### config.mk
export PLATFORM = sky130hd
export DESIGN_NAME = mips_fwd_hazard_ctrl_flat
export DESIGN_NICKNAME = d
export VERILOG_FILES = /design/src/rtl/mips_fwd_hazard_ctrl_pkg.sv /design/src/rtl/mips_fwd_hazard_ctrl_if.sv /design/src/rtl/mips_fwd_hazard_ctrl_fwd_select.sv /design/src/rtl/mips_fwd_hazard_ctrl.sv /design/src/flat_wrapper.sv
export SDC_FILE = /design/constraint.sdc
export NUM_CORES = 1
export LEC_CHECK = 0
export CORE_MARGIN = 3
export CORE_UTILIZATION = 46
export CTS_CLUSTER_DIAMETER = 100
export CTS_CLUSTER_SIZE = 10
export DETAILED_ROUTE_END_ITERATION = 8
export PLACE_DENSITY_LB_ADDON = 0.2
export SKIP_LAST_GASP = 1
export SLEW_MARGIN = 20
export SYNTH_ARGS = -nofsm -noshare
export SYNTH_HDL_FRONTEND = slang
export SYNTH_SLANG_ARGS = --single-unit
export TNS_END_PERCENT = 30
### constraint.sdc
create_clock -name i_clock -period 1.9 [get_ports i_clock]
set_input_delay 0.38 -clock i_clock [delete_from_list [all_inputs] [get_ports i_clock]]
set_output_delay 0.38 -clock i_clock [all_outputs]
set_load 0.01 [all_outputs]
### src/rtl/mips_fwd_hazard_ctrl_pkg.sv
// Shared definitions for the MIPS forwarding / load-use hazard controller.
//   REG_ADDR_WIDTH : default register-file address width
//   FWD_*          : EX operand mux select codes
//   hz_state_t     : hazard FSM states
package mips_fwd_hazard_ctrl_pkg;

  localparam int REG_ADDR_WIDTH = 5;

  localparam logic [1:0] FWD_REG = 2'b00;  // register-file operand
  localparam logic [1:0] FWD_WB  = 2'b01;  // WB write data
  localparam logic [1:0] FWD_MEM = 2'b10;  // MEM ALU result

  typedef enum logic {
    ST_RUN   = 1'b0,
    ST_STALL = 1'b1
  } hz_state_t;

endpackage

### src/rtl/mips_fwd_hazard_ctrl_if.sv
// Bus between the pipeline datapath and the forwarding/hazard controller.
//   master : pipeline side, drives ID/EX status, receives selects and stall
//   slave  : controller side
//   i_enable, i_flush            pipeline advance / branch kill
//   i_valid_id, i_rs_id, i_rt_id, i_uses_rt_id   ID instruction
//   i_ex_rd, i_ex_regwrite, i_ex_memread          EX instruction
//   o_cortocircuitoA/B, o_stall, o_stall_count    controller outputs
interface mips_fwd_hazard_ctrl_if #(
  parameter int REG_ADDR_WIDTH = mips_fwd_hazard_ctrl_pkg::REG_ADDR_WIDTH,
  parameter int COUNT_WIDTH    = 32
);

  logic                      i_enable;
  logic                      i_flush;
  logic                      i_valid_id;
  logic [REG_ADDR_WIDTH-1:0] i_rs_id;
  logic [REG_ADDR_WIDTH-1:0] i_rt_id;
  logic                      i_uses_rt_id;
  logic [REG_ADDR_WIDTH-1:0] i_ex_rd;
  logic                      i_ex_regwrite;
  logic                      i_ex_memread;
  logic [1:0]                o_cortocircuitoA;
  logic [1:0]                o_cortocircuitoB;
  logic                      o_stall;
  logic [COUNT_WIDTH-1:0]    o_stall_count;

  modport master (
    output i_enable, i_flush, i_valid_id, i_rs_id, i_rt_id, i_uses_rt_id,
           i_ex_rd, i_ex_regwrite, i_ex_memread,
    input  o_cortocircuitoA, o_cortocircuitoB, o_stall, o_stall_count
  );

  modport slave (
    input  i_enable, i_flush, i_valid_id, i_rs_id, i_rt_id, i_uses_rt_id,
           i_ex_rd, i_ex_regwrite, i_ex_memread,
    output o_cortocircuitoA, o_cortocircuitoB, o_stall, o_stall_count
  );

endinterface

### src/rtl/mips_fwd_hazard_ctrl_fwd_select.sv
// mips_fwd_select: combinational forwarding select for one EX operand.
//   ex_valid      EX holds a real instruction
//   src           source register read by the EX instruction
//   mem_rd/mem_regwrite  MEM-stage destination (caller masks out loads)
//   wb_rd/wb_regwrite    WB-stage destination
//   sel           FWD_MEM / FWD_WB / FWD_REG, MEM taking priority
module mips_fwd_select #(
  parameter int REG_ADDR_WIDTH = mips_fwd_hazard_ctrl_pkg::REG_ADDR_WIDTH
) (
  input  logic                      ex_valid,
  input  logic [REG_ADDR_WIDTH-1:0] src,
  input  logic [REG_ADDR_WIDTH-1:0] mem_rd,
  input  logic                      mem_regwrite,
  input  logic [REG_ADDR_WIDTH-1:0] wb_rd,
  input  logic                      wb_regwrite,
  output logic [1:0]                sel
);
  import mips_fwd_hazard_ctrl_pkg::*;

  always_comb begin
    sel = FWD_REG;
    if (ex_valid) begin
      if (mem_regwrite && (mem_rd != '0) && (mem_rd == src)) begin
        sel = FWD_MEM;
      end else if (wb_regwrite && (wb_rd != '0) && (wb_rd == src)) begin
        sel = FWD_WB;
      end
    end
  end

endmodule

### src/rtl/mips_fwd_hazard_ctrl.sv
// mips_fwd_hazard_ctrl: EX operand forwarding and load-use stall control.
//   i_clock, i_reset : clock, synchronous active-high reset
//   bus (slave)      : ID/EX status in; forwarding selects, stall and
//                      saturating stall-cycle counter out
// Keeps a shadow of EX/MEM/WB destination bookkeeping; a load-use hazard
// stalls exactly one cycle, after which the load sits in WB and the
// consumer picks its data up through the WB forward path.
module mips_fwd_hazard_ctrl #(
  parameter int REG_ADDR_WIDTH = mips_fwd_hazard_ctrl_pkg::REG_ADDR_WIDTH,
  parameter int COUNT_WIDTH    = 32
) (
  input  logic                   i_clock,
  input  logic                   i_reset,
  mips_fwd_hazard_ctrl_if.slave  bus
);
  import mips_fwd_hazard_ctrl_pkg::*;

  hz_state_t                 state;
  hz_state_t                 state_nxt;
  logic                      hazard;

  logic                      ex_valid;
  logic [REG_ADDR_WIDTH-1:0] ex_rs;
  logic [REG_ADDR_WIDTH-1:0] ex_rt;
  logic [REG_ADDR_WIDTH-1:0] mem_rd;
  logic                      mem_regwrite;
  logic                      mem_memread;
  logic [REG_ADDR_WIDTH-1:0] wb_rd;
  logic                      wb_regwrite;
  logic                      mem_fwd_ok;
  logic [COUNT_WIDTH-1:0]    stall_count;

  // Hazard detection and next state; the cycle after a stall the
  // dependent is still in ID but must not re-trigger.
  always_comb begin
    hazard    = 1'b0;
    state_nxt = state;
    if (state == ST_RUN) begin
      hazard = bus.i_valid_id && ex_valid && bus.i_ex_memread &&
               (bus.i_ex_rd != '0) &&
               ((bus.i_ex_rd == bus.i_rs_id) ||
                (bus.i_uses_rt_id && (bus.i_ex_rd == bus.i_rt_id))) &&
               !bus.i_flush;
    end
    if (bus.i_enable) begin
      case (state)
        ST_RUN:   if (hazard) state_nxt = ST_STALL;
        ST_STALL: state_nxt = ST_RUN;
        default:  state_nxt = ST_RUN;
      endcase
    end
  end

  always_ff @(posedge i_clock) begin
    if (i_reset) begin
      state <= ST_RUN;
    end else begin
      state <= state_nxt;
    end
  end

  always_ff @(posedge i_clock) begin
    if (i_reset) begin
      ex_valid     <= 1'b0;
      ex_rs        <= '0;
      ex_rt        <= '0;
      mem_rd       <= '0;
      mem_regwrite <= 1'b0;
      mem_memread  <= 1'b0;
      wb_rd        <= '0;
      wb_regwrite  <= 1'b0;
    end else if (bus.i_enable) begin
      mem_rd       <= bus.i_ex_rd;
      mem_regwrite <= bus.i_ex_regwrite && ex_valid;
      mem_memread  <= bus.i_ex_memread && ex_valid;
      wb_rd        <= mem_rd;
      wb_regwrite  <= mem_regwrite;
      if (hazard || bus.i_flush) begin
        ex_valid <= 1'b0;
      end else begin
        ex_valid <= bus.i_valid_id;
        ex_rs    <= bus.i_rs_id;
        ex_rt    <= bus.i_rt_id;
      end
    end
  end

  always_ff @(posedge i_clock) begin
    if (i_reset) begin
      stall_count <= '0;
    end else if (bus.i_enable && hazard && (stall_count != '1)) begin
      stall_count <= stall_count + 1'b1;
    end
  end

  // Load data is not available in MEM, so a load there is never a source.
  assign mem_fwd_ok = mem_regwrite && !mem_memread;

  mips_fwd_select #(.REG_ADDR_WIDTH(REG_ADDR_WIDTH)) u_fwd_a (
    .ex_valid     (ex_valid),
    .src          (ex_rs),
    .mem_rd       (mem_rd),
    .mem_regwrite (mem_fwd_ok),
    .wb_rd        (wb_rd),
    .wb_regwrite  (wb_regwrite),
    .sel          (bus.o_cortocircuitoA)
  );

  mips_fwd_select #(.REG_ADDR_WIDTH(REG_ADDR_WIDTH)) u_fwd_b (
    .ex_valid     (ex_valid),
    .src          (ex_rt),
    .mem_rd       (mem_rd),
    .mem_regwrite (mem_fwd_ok),
    .wb_rd        (wb_rd),
    .wb_regwrite  (wb_regwrite),
    .sel          (bus.o_cortocircuitoB)
  );

  assign bus.o_stall       = hazard;
  assign bus.o_stall_count = stall_count;

endmodule
### src/flat_wrapper.sv
// flat-port wrapper written by rule: the top's interface ports become plain ports
module mips_fwd_hazard_ctrl_flat import mips_fwd_hazard_ctrl_pkg::*;
#(
  parameter int REG_ADDR_WIDTH = mips_fwd_hazard_ctrl_pkg::REG_ADDR_WIDTH,
  parameter int COUNT_WIDTH    = 32
)
  (i_clock, i_reset, bus_i_enable, bus_i_flush, bus_i_valid_id, bus_i_rs_id, bus_i_rt_id, bus_i_uses_rt_id, bus_i_ex_rd, bus_i_ex_regwrite, bus_i_ex_memread, bus_o_cortocircuitoA, bus_o_cortocircuitoB, bus_o_stall, bus_o_stall_count);
  mips_fwd_hazard_ctrl_if #(.REG_ADDR_WIDTH(REG_ADDR_WIDTH), .COUNT_WIDTH(COUNT_WIDTH)) bus_i ();
  input  logic i_clock;
  input  logic i_reset;
  input wire logic [$bits(bus_i.i_enable)-1:0] bus_i_enable;
  input wire logic [$bits(bus_i.i_flush)-1:0] bus_i_flush;
  input wire logic [$bits(bus_i.i_valid_id)-1:0] bus_i_valid_id;
  input wire logic [$bits(bus_i.i_rs_id)-1:0] bus_i_rs_id;
  input wire logic [$bits(bus_i.i_rt_id)-1:0] bus_i_rt_id;
  input wire logic [$bits(bus_i.i_uses_rt_id)-1:0] bus_i_uses_rt_id;
  input wire logic [$bits(bus_i.i_ex_rd)-1:0] bus_i_ex_rd;
  input wire logic [$bits(bus_i.i_ex_regwrite)-1:0] bus_i_ex_regwrite;
  input wire logic [$bits(bus_i.i_ex_memread)-1:0] bus_i_ex_memread;
  output wire logic [$bits(bus_i.o_cortocircuitoA)-1:0] bus_o_cortocircuitoA;
  output wire logic [$bits(bus_i.o_cortocircuitoB)-1:0] bus_o_cortocircuitoB;
  output wire logic [$bits(bus_i.o_stall)-1:0] bus_o_stall;
  output wire logic [$bits(bus_i.o_stall_count)-1:0] bus_o_stall_count;
  assign bus_i.i_enable = bus_i_enable;
  assign bus_i.i_flush = bus_i_flush;
  assign bus_i.i_valid_id = bus_i_valid_id;
  assign bus_i.i_rs_id = bus_i_rs_id;
  assign bus_i.i_rt_id = bus_i_rt_id;
  assign bus_i.i_uses_rt_id = bus_i_uses_rt_id;
  assign bus_i.i_ex_rd = bus_i_ex_rd;
  assign bus_i.i_ex_regwrite = bus_i_ex_regwrite;
  assign bus_i.i_ex_memread = bus_i_ex_memread;
  assign bus_o_cortocircuitoA = bus_i.o_cortocircuitoA;
  assign bus_o_cortocircuitoB = bus_i.o_cortocircuitoB;
  assign bus_o_stall = bus_i.o_stall;
  assign bus_o_stall_count = bus_i.o_stall_count;
  mips_fwd_hazard_ctrl #(.REG_ADDR_WIDTH(REG_ADDR_WIDTH), .COUNT_WIDTH(COUNT_WIDTH)) u_core (.i_clock(i_clock), .i_reset(i_reset), .bus(bus_i));
endmodule
After elaboration in Yosys (flattened, before gate mapping)

Index checks and enable logic that the tools add are counted.

Output and inout port bits: 37
Flip-flop bits (word level): 57

Reduce and logical (&&, ||, !) cells: 25
Equality and inequality tests: 7
Muxes and demuxes: 10
Add/sub/neg operators: 1
Bitwise logic cells: 2

Operators by type and width:

| cell                                                             | number |
|---|---|
| 32-bit by 1-bit adder with 32-bit output (second input constant) | 1 |
| 32-bit inequality test (second input constant)                   | 1 |
| 5-bit == test                                                    | 6 |
| 1-bit logical AND                                                | 17 |
| 5-bit nonzero test                                               | 3 |
| 2-bit 2-to-1 mux                                                 | 4 |
| 1-bit 2-to-1 mux                                                 | 5 |
| 1-bit logical NOT                                                | 2 |
| 1-bit logical OR                                                 | 2 |
| 1-bit NOT                                                        | 2 |
| 1-bit one-hot mux with 2 select lines                            | 1 |
| 2-bit AND reduction                                              | 1 |

Depth between registers and ports, before layout

Gate-level depths: netlist of run 1.

Word-level depth: 9
Depth in mapped cells: 8

Cells and area by module

A second synthesis of run 1 with hierarchy kept.

Cell total of the unflattened synthesis: 345
Area, all modules: 2999.1 um^2

Modules (own cells, without submodules):

| module               | times used | area each (um^2) | sequential area each (um^2) | cells an instance |
|---|---|---|---|---|
| mips_fwd_hazard_ctrl | 1          | 2696.3           | 1141.1                      | 303 |
| mips_fwd_select      | 2          | 151.4            | 0.0                         | 21 |

Worst setup path after synthesis of run 1

No wires, ideal clock.

Path type: register -> register
Start: register u_core.stall_count[3], in the netlist u_core.bus.o_stall_count[3]
End: register u_core.stall_count[27], in the netlist u_core.bus.o_stall_count[27]
Required time: 1779 ps
Path buffers: 0
Data arrival time: 2011 ps
Period minus slack after synthesis: 2132 ps
Slack: -232 ps
Cell stages (with the launch flop): 7
Setup time: 121 ps
Path through: dfxtp_1 > and4_4 > nand4_4 > or3_1 > or2_4 > nor4_1 > mux2_2

Longest elaborated chain between the ends: 2
Elaborated cells between the ends (all ways): 3
Classes of those cells: 1 x add/sub; 1 x eq/ne; 1 x reduce/logical

Ends and longest elaborated chain:

| what                                                                             | RTL line                   | RTL |
|---|---|---|
| start, declared                                                                  | mips_fwd_hazard_ctrl.sv:31 | `logic [COUNT_WIDTH-1:0] stall_count;` |
| start signal, assigned                                                           | mips_fwd_hazard_ctrl.sv:92 | `stall_count <= stall_count + 1'b1;` |
| branches (longest 2 deep; another with 32-bit by 1-bit adder with 32-bit output) | --                         |  |

Several ways; the timed one is not identified.
A chain may end at the register's enable or synchronous reset.

Worst setup path in the final report of run 1

Start: register u_core.mem_rd[1]
End: output bus_o_cortocircuitoA[0]

Longest elaborated chain between the ends: 5
Elaborated cells between the ends (all ways): 6
Classes of those cells: 1 x eq/ne; 2 x mux; 3 x reduce/logical

Ends and longest elaborated chain:

| what                   | RTL line                              | RTL |
|---|---|---|
| start, declared        | mips_fwd_hazard_ctrl.sv:25            | `logic [REG_ADDR_WIDTH-1:0] mem_rd;` |
| start signal, assigned | mips_fwd_hazard_ctrl.sv:73            | `mem_rd <= bus.i_ex_rd;` |
| 5-bit nonzero test     | mips_fwd_hazard_ctrl_fwd_select.sv:23 | `if (mem_regwrite && (mem_rd != '0) && (mem_rd == src)) begin` |
| 1-bit logical AND      | mips_fwd_hazard_ctrl_fwd_select.sv:23 |  |
| 1-bit logical AND *    | mips_fwd_hazard_ctrl_fwd_select.sv:23 |  |
| 2-bit 2-to-1 mux *     | mips_fwd_hazard_ctrl_fwd_select.sv:23 |  |
| 2-bit 2-to-1 mux *     | mips_fwd_hazard_ctrl_fwd_select.sv:22 | `if (ex_valid) begin` |
| end, declared          | flat_wrapper.sv:20                    | `output wire logic [$bits(bus_i.o_cortocircuitoA)-1:0] bus_o_cortocircuitoA;` |

Every way passes the cells marked *; elsewhere a longest branch is shown, timed or not.

==> run_results.csv, run 1 <==
group,metric,value,unit
synth,synthFlopType,"dfxtp_1",
finish,multi_input_area,1947,sq um
worst_setup_path,crit_type,"reg2out",
floorplan,dieArea,7200,sq um
clocking,root_buffer,"clkbuf_8",
routing,first_pass_iters,5,
sta,fin_crit,2.332,ns
finish,drive_gt1_frac,0.3996,
clocking,clock_sinks,57,
floorplan,coreArea,5956,sq um
finish,layout.nets,512,
finish,finish.utilization,0.8162,
finish,area_growth,69.95,%
clocking,htree_levels,3,
clocking,clockBufferDepth,2,
global_routing,grt_pass1_vias,3193,
routing,antenna_left,0,
outcome,status,"finished, violations left",
synth,synthDistinctLibCells,35,
floorplan,num_rows,28,
floorplan,ioPinCount,60,
finish,layout_commonest_cell,"buf_4",
routing,num_vias,3268,
placement,dp_hpwl,5898,um
floorplan,initial_utilization,0.4803,
outcome,failed_checks,"negative setup slack",
global_routing,grt_max_degree,57,
global_routing,antenna_found_initial,0,
sta,clock.fmax,428.7,MHz
synth,synth-edff-count,0,
global_routing,grt_usage,0.2609,
placement,place_ws,-0.7731,ns
sta,slew_violations,0,
worst_setup_path,start_kind,"flip-flop",
finish,final_cell_mix,"82 x buf_4, 37 x dfxtp_1, 36 x clkdlybuf4s50_1",
floorplan,die_h,84.86,um
sta,timing.final.crit_share,1.228,
worst_setup_path,cp_max_fo,2,
min_path,hp-class,"in2reg",
placement,place_congestion,0.8288,
clocking,clkTransAtPathRegs,0.07,ns
synth,synth_area_per_cell,8.615,sq um
clocking,tritoncts,"built",
routing,drc_errors,0,
synth,syn_nets,356,
worst_setup_path,crit_path_end_kind,"primary output",
sta,rsz0062_at_grt,"true",
finish,seqCellArea,1174,sq um
placement,dp.cells,534,
routing,drt-vias-per-instance,5.754,
run,drv_cap,0,
synth,yosysWarningCount,0,
global_routing,grt-ovfl-total,0,
worst_setup_path,crit_arrival,1.95,ns
synth,syn_area,2860,sq um
clocking,cts_buffers,9,
sta,finalSetupViolCount,45,
sta,maxSlewHeadroom,0.7027,
finish,nFillCells,368,
synth,ys_seq_area_frac,0.3990,
floorplan,die_w,84.86,um
sta,holdWs,0.4164,ns
placement,port_buffers,59,
synth,async_flop_share,0,
clocking,clk_latency,0.35,ns
synth,ys_ff_latch,57,
worst_setup_path,cp.required,1.52,ns
routing,drtIter0Drc,133,
sta,finalWorstSetupSlack,-0.4324,ns
sta,finalHoldViolCount,0,
sta,skew,0.006463,ns
sta,tightest_slew,0.4444,ns
synth,syn_inst,332,
finish,stdcell_count,568,
routing,wl_per_cell,18.06,um
global_routing,grt_first_pass_wirelength,14920,um
power,vdd_drop_max,628.5,uV
finish,antennaDiodeCount,0,
power,power_density,633.0,nW/um^2
routing,routed_wl,10260,um
power,p_leak,0.001950,uW
==> worst max-delay path: stages, from the launching register on <==
cell and delay (ns):
dfxtp_2 0.32, or4_4 0.56, o21ai_4 0.22, buf_6 0.12, nor4_2 0.05, nor3_2 0.18, buf_2 0.15
==> flip-flops by register name, summed over array words and instances (netlist names), 5 cells and up <==
name	flops
u_core.bus.o_stall_count	32
u_core.ex_rs	5
u_core.ex_rt	5
u_core.mem_rd	5
u_core.wb_rd	5
==> final timing paths <==
check                                      startpoint                                        end  slack, ns  depth (start not counted)
max                     u_core.mem_rd[1]$_SDFFE_PP0P_                    bus_o_cortocircuitoA[0]      -0.43                          6
min                                           i_reset  u_core.bus.o_stall_count[27]$_SDFFE_PP0P_       0.42                          3
max reg2reg  u_core.bus.o_stall_count[3]$_SDFFE_PP0P_  u_core.bus.o_stall_count[19]$_SDFFE_PP0P_      -0.23                          6
min reg2reg                 u_core.state$_SDFFE_PP0P_                  u_core.state$_SDFFE_PP0P_       0.50                          2
==> per-layer routing <==
| layer | wire, um | track usage |
|---|---|---|
| met4 | 434 | 0.1381 |
| met1 | 4050 | 0.3001 |
| met2 | 5189 | 0.4441 |
| met3 | 580 | 0.06699 |
| met5 | 0 | 0 |
==> report_power, final <==
part / internal [uW] / switching, uW
Clock: 1000 / 520
Combinational: 159 / 159
Sequential: 1210 / 22.2
==> cells by family after synthesis <==
family	share of synthesized area
xor+xnor	0.1041
fa+ha+maj	0.004374
simple gates	0.2651
buf+inv	0.02581
mux	0.08443
compound gates	0.1172
flops	0.3989
==> layout make-up <==
cell class	instances	share of cell area
multi-input combinational	256	0.4005
timing repair buffer	157	0.2785
sequential	57	0.2414
clock inverter	7	0.02934
clock buffer	9	0.02548
tap	75	0.01931
inverter	7	0.005405
==> Yosys cell counts, types with 2 or more instances <==
master,n,area [sq um]
buf_2,2,10.01
nand2b_1,3,18.77
nand4_1,11,68.82
nor2b_1,2,12.51
nand2_1,12,45.04
and2_1,5,31.28
or3_1,18,112.6
nor3_1,2,10.01
and4_1,2,17.52
nor4_1,6,37.54
xor2_1,13,113.9
xnor2_1,21,183.9
and3_1,2,12.51
or4_1,13,97.59
buf_1,2,7.510
o21ai_0,18,90.09
a21oi_1,30,150.1
clkbuf_1,8,30.03
nor2_1,35,131.4
mux2i_1,23,230.2
inv_1,7,26.28
o31ai_1,9,67.56
dfxtp_1,57,1141
nand3_1,19,95.09
and4b_1,2,20.02
==> timing repair <==
action                     4_1_cts  5_1_grt
pin swaps                       29       28
buffers inserted                 5       13
gates resized for setup         94       48
gates cloned                     0        0
hold buffers                     0        0
setup endpoints to repair       47       49
==> stage by stage <==
stage	instance area [sq um]	total power (uW)	TNS, ns
floorplan	2898	1386	-0.5417
global placement	4143	1526	-22.85
detailed placement	4143	1534	-23.95
CTS	4572	3056	-2.469
global route	4861	3167	-10.15
finish	4861	3077	-5.998
Note: power is estimated with default switching activity, not from simulation.
==> run 2: changes to the inputs <==
--- a/config.mk
+++ b/config.mk
@@ -6,11 +6,12 @@
 export NUM_CORES = 1
 export LEC_CHECK = 0
 export CORE_MARGIN = 3
-export CORE_UTILIZATION = 46
+export CORE_UTILIZATION = 51
 export CTS_CLUSTER_DIAMETER = 100
 export CTS_CLUSTER_SIZE = 10
 export DETAILED_ROUTE_END_ITERATION = 8
 export PLACE_DENSITY_LB_ADDON = 0.2
+export RECOVER_POWER = 25
 export SKIP_LAST_GASP = 1
 export SLEW_MARGIN = 20
 export SYNTH_ARGS = -nofsm -noshare
==> constraint.sdc (replaced) <==
create_clock -name i_clock -period 2.4 [get_ports i_clock]
set_input_delay 0.48 -clock i_clock [delete_from_list [all_inputs] [get_ports i_clock]]
set_output_delay 0.48 -clock i_clock [all_outputs]
set_load 0.01 [all_outputs]
==> run 2 against run 1 <==
  * The run still ends with negative setup slack left
  * Sequential power is 21% lower
  * Die area shrank 9.1%
  * Routed wire length is 22% lower
  * Worst setup slack better by 0.40 ns
  * First-iteration DRC count increased by 36%
  * Flip-flop and latch count is the same
  * Final area decreased by 14%
  * Combinational power down 25%
  * Power is 31% lower
  * Largest cell class unchanged
==> run_results.csv, run 2 (same netlist as run 1, synthesis figures left out) <==
group,metric,value,unit
worst_setup_path,crit_path_end_kind,"primary output",
run,drv_cap,0,
finish,drive_gt1_frac,0.2068,
routing,routed_wl,8044,um
floorplan,die_w,80.89,um
sta,fin_setup_tns,-0.02900,ns
clocking,hold_buffers,0,
placement,place_congestion,0.8338,
sta,slew_violations,0,
floorplan,dieArea,6543,sq um
clocking,htree_levels,3,
clocking,root_buffer,"clkbuf_8",
worst_setup_path,start_kind,"flip-flop",
finish,finish.utilization,0.7899,
power,report.power.total,2117,uW
finish,final_cell_mix,"56 x dfxtp_1, 41 x clkdlybuf4s50_1, 40 x buf_4",
power,p_leak,0.001613,uW
global_routing,antenna_found_initial,0,
sta,skew,0.007995,ns
worst_setup_path,cp_max_fo,2,
worst_setup_path,cp.required,1.92,ns
finish,layout_commonest_cell,"dfxtp_1",
finish,antennaDiodeCount,0,
placement,placed_area,3829,sq um
worst_setup_path,crit_arrival,1.95,ns
sta,finalWorstSetupSlack,-0.02900,ns
placement,dp_hpwl,5698,um
clocking,clk_latency,0.34,ns
worst_setup_path,crit_type,"reg2out",
floorplan,die_h,80.89,um
clocking,clock_sinks,57,
finish,area_growth,45.54,%
sta,timing.final.crit_share,1.012,
global_routing,grt-ovfl-total,0,
outcome,status,"finished, violations left",
sta,rsz0062_at_grt,"true",
min_path,hp-class,"reg2reg",
power,vdd_drop_max,335.1,uV
clocking,cts_buffers,9,
sta,holdWs,0.5020,ns
routing,num_vias,2904,
outcome,failed_checks,"negative setup slack",
floorplan,coreArea,5270,sq um
sta,maxSlewHeadroom,0.2745,
routing,antenna_left,0,
sta,tightest_slew,1.088,ns
finish,largest_reg_flops,32,
global_routing,grt_max_degree,35,
clocking,clockBufferDepth,2,
floorplan,initial_utilization,0.5427,
global_routing,grt_usage,0.2586,
sta,finalHoldViolCount,0,
routing,drtIter0Drc,181,
sta,clock.fmax,411.7,MHz
clocking,tritoncts,"built",
routing,wl_per_cell,15.77,um
floorplan,ioPinCount,60,
power,power_density,508.5,nW/um^2
finish,final_area,4163,sq um
routing,drc_errors,0,
global_routing,grt_first_pass_wirelength,12920,um
placement,port_buffers,59,
routing,first_pass_iters,5,
global_routing,grt_pass1_vias,2753,
sta,finalSetupViolCount,1,
floorplan,num_rows,26,
finish,layout.nets,460,
sta,fin_crit,2.429,ns
clocking,clkTransAtPathRegs,0.06,ns
routing,drt-vias-per-instance,5.694,
-- run 2: worst paths after layout --
kind	from	endpoint	slack, ns	cells after the start
max	u_core.mem_rd[3]$_SDFFE_PP0P_	bus_o_cortocircuitoA[1]	-0.03	7
min	u_core.mem_regwrite$_SDFFE_PP0P_	u_core.mem_regwrite$_SDFFE_PP0P_	0.50	2
max reg2reg	u_core.bus.o_stall_count[3]$_SDFFE_PP0P_	u_core.bus.o_stall_count[27]$_SDFFE_PP0P_	0.14	6
min reg2reg	u_core.mem_regwrite$_SDFFE_PP0P_	u_core.mem_regwrite$_SDFFE_PP0P_	0.50	2
-- run 2: timing repair --
item | 4_1_cts | 5_1_grt
setup endpoints to repair | 5 | 28
pin swaps | 6 | 12
setup buffers | 1 | 1
gates resized for setup | 28 | 26
-- run 2: report_power, final --
group	switching (uW)	total [uW]	leakage (uW)	internal (uW)
Sequential	16.2	980	0.000462	964
Clock	371	897	0.000102	527
Combinational	114	240	0.00105	126
-- run 2: per-layer routing --
layer / vias up / global-route usage / wire length, um
met3: 13 / 0.07982 / 462
met1: 1380 / 0.3308 / 3663
li1: 1418 / - / -
met4: 0 / 0.09459 / 140
met2: 93 / 0.4097 / 3777
met5: - / 0 / 0
-- run 2: layout make-up --
cell class                      count  area [sq um]
Clock inverter                      3         40.04
Sequential cell                    57          1142
Inverter                            7         26.28
Tap cell                           70         87.58
Multi-Input combinational cell    256          1772
Timing Repair Buffer              105         939.7
Fill cell                         367          1107
Clock buffer                       12         155.1
-- run 2: critical path, stage by stage (launching register included) --
cell     delay, ns
dfxtp_2       0.32
or4_4         0.55
o21ai_4       0.20
buf_6         0.13
nor4_4        0.03
buf_4         0.13
and2_1        0.12
buf_2         0.13
-- run 2: stage by stage --
stage	cells	worst slack, ns
floorplan	332	0.2681
detailed placement	493	-0.4458
global placement	493	-0.4224
global route	510	-0.08616
finish	510	-0.02900
CTS	509	-0.05610
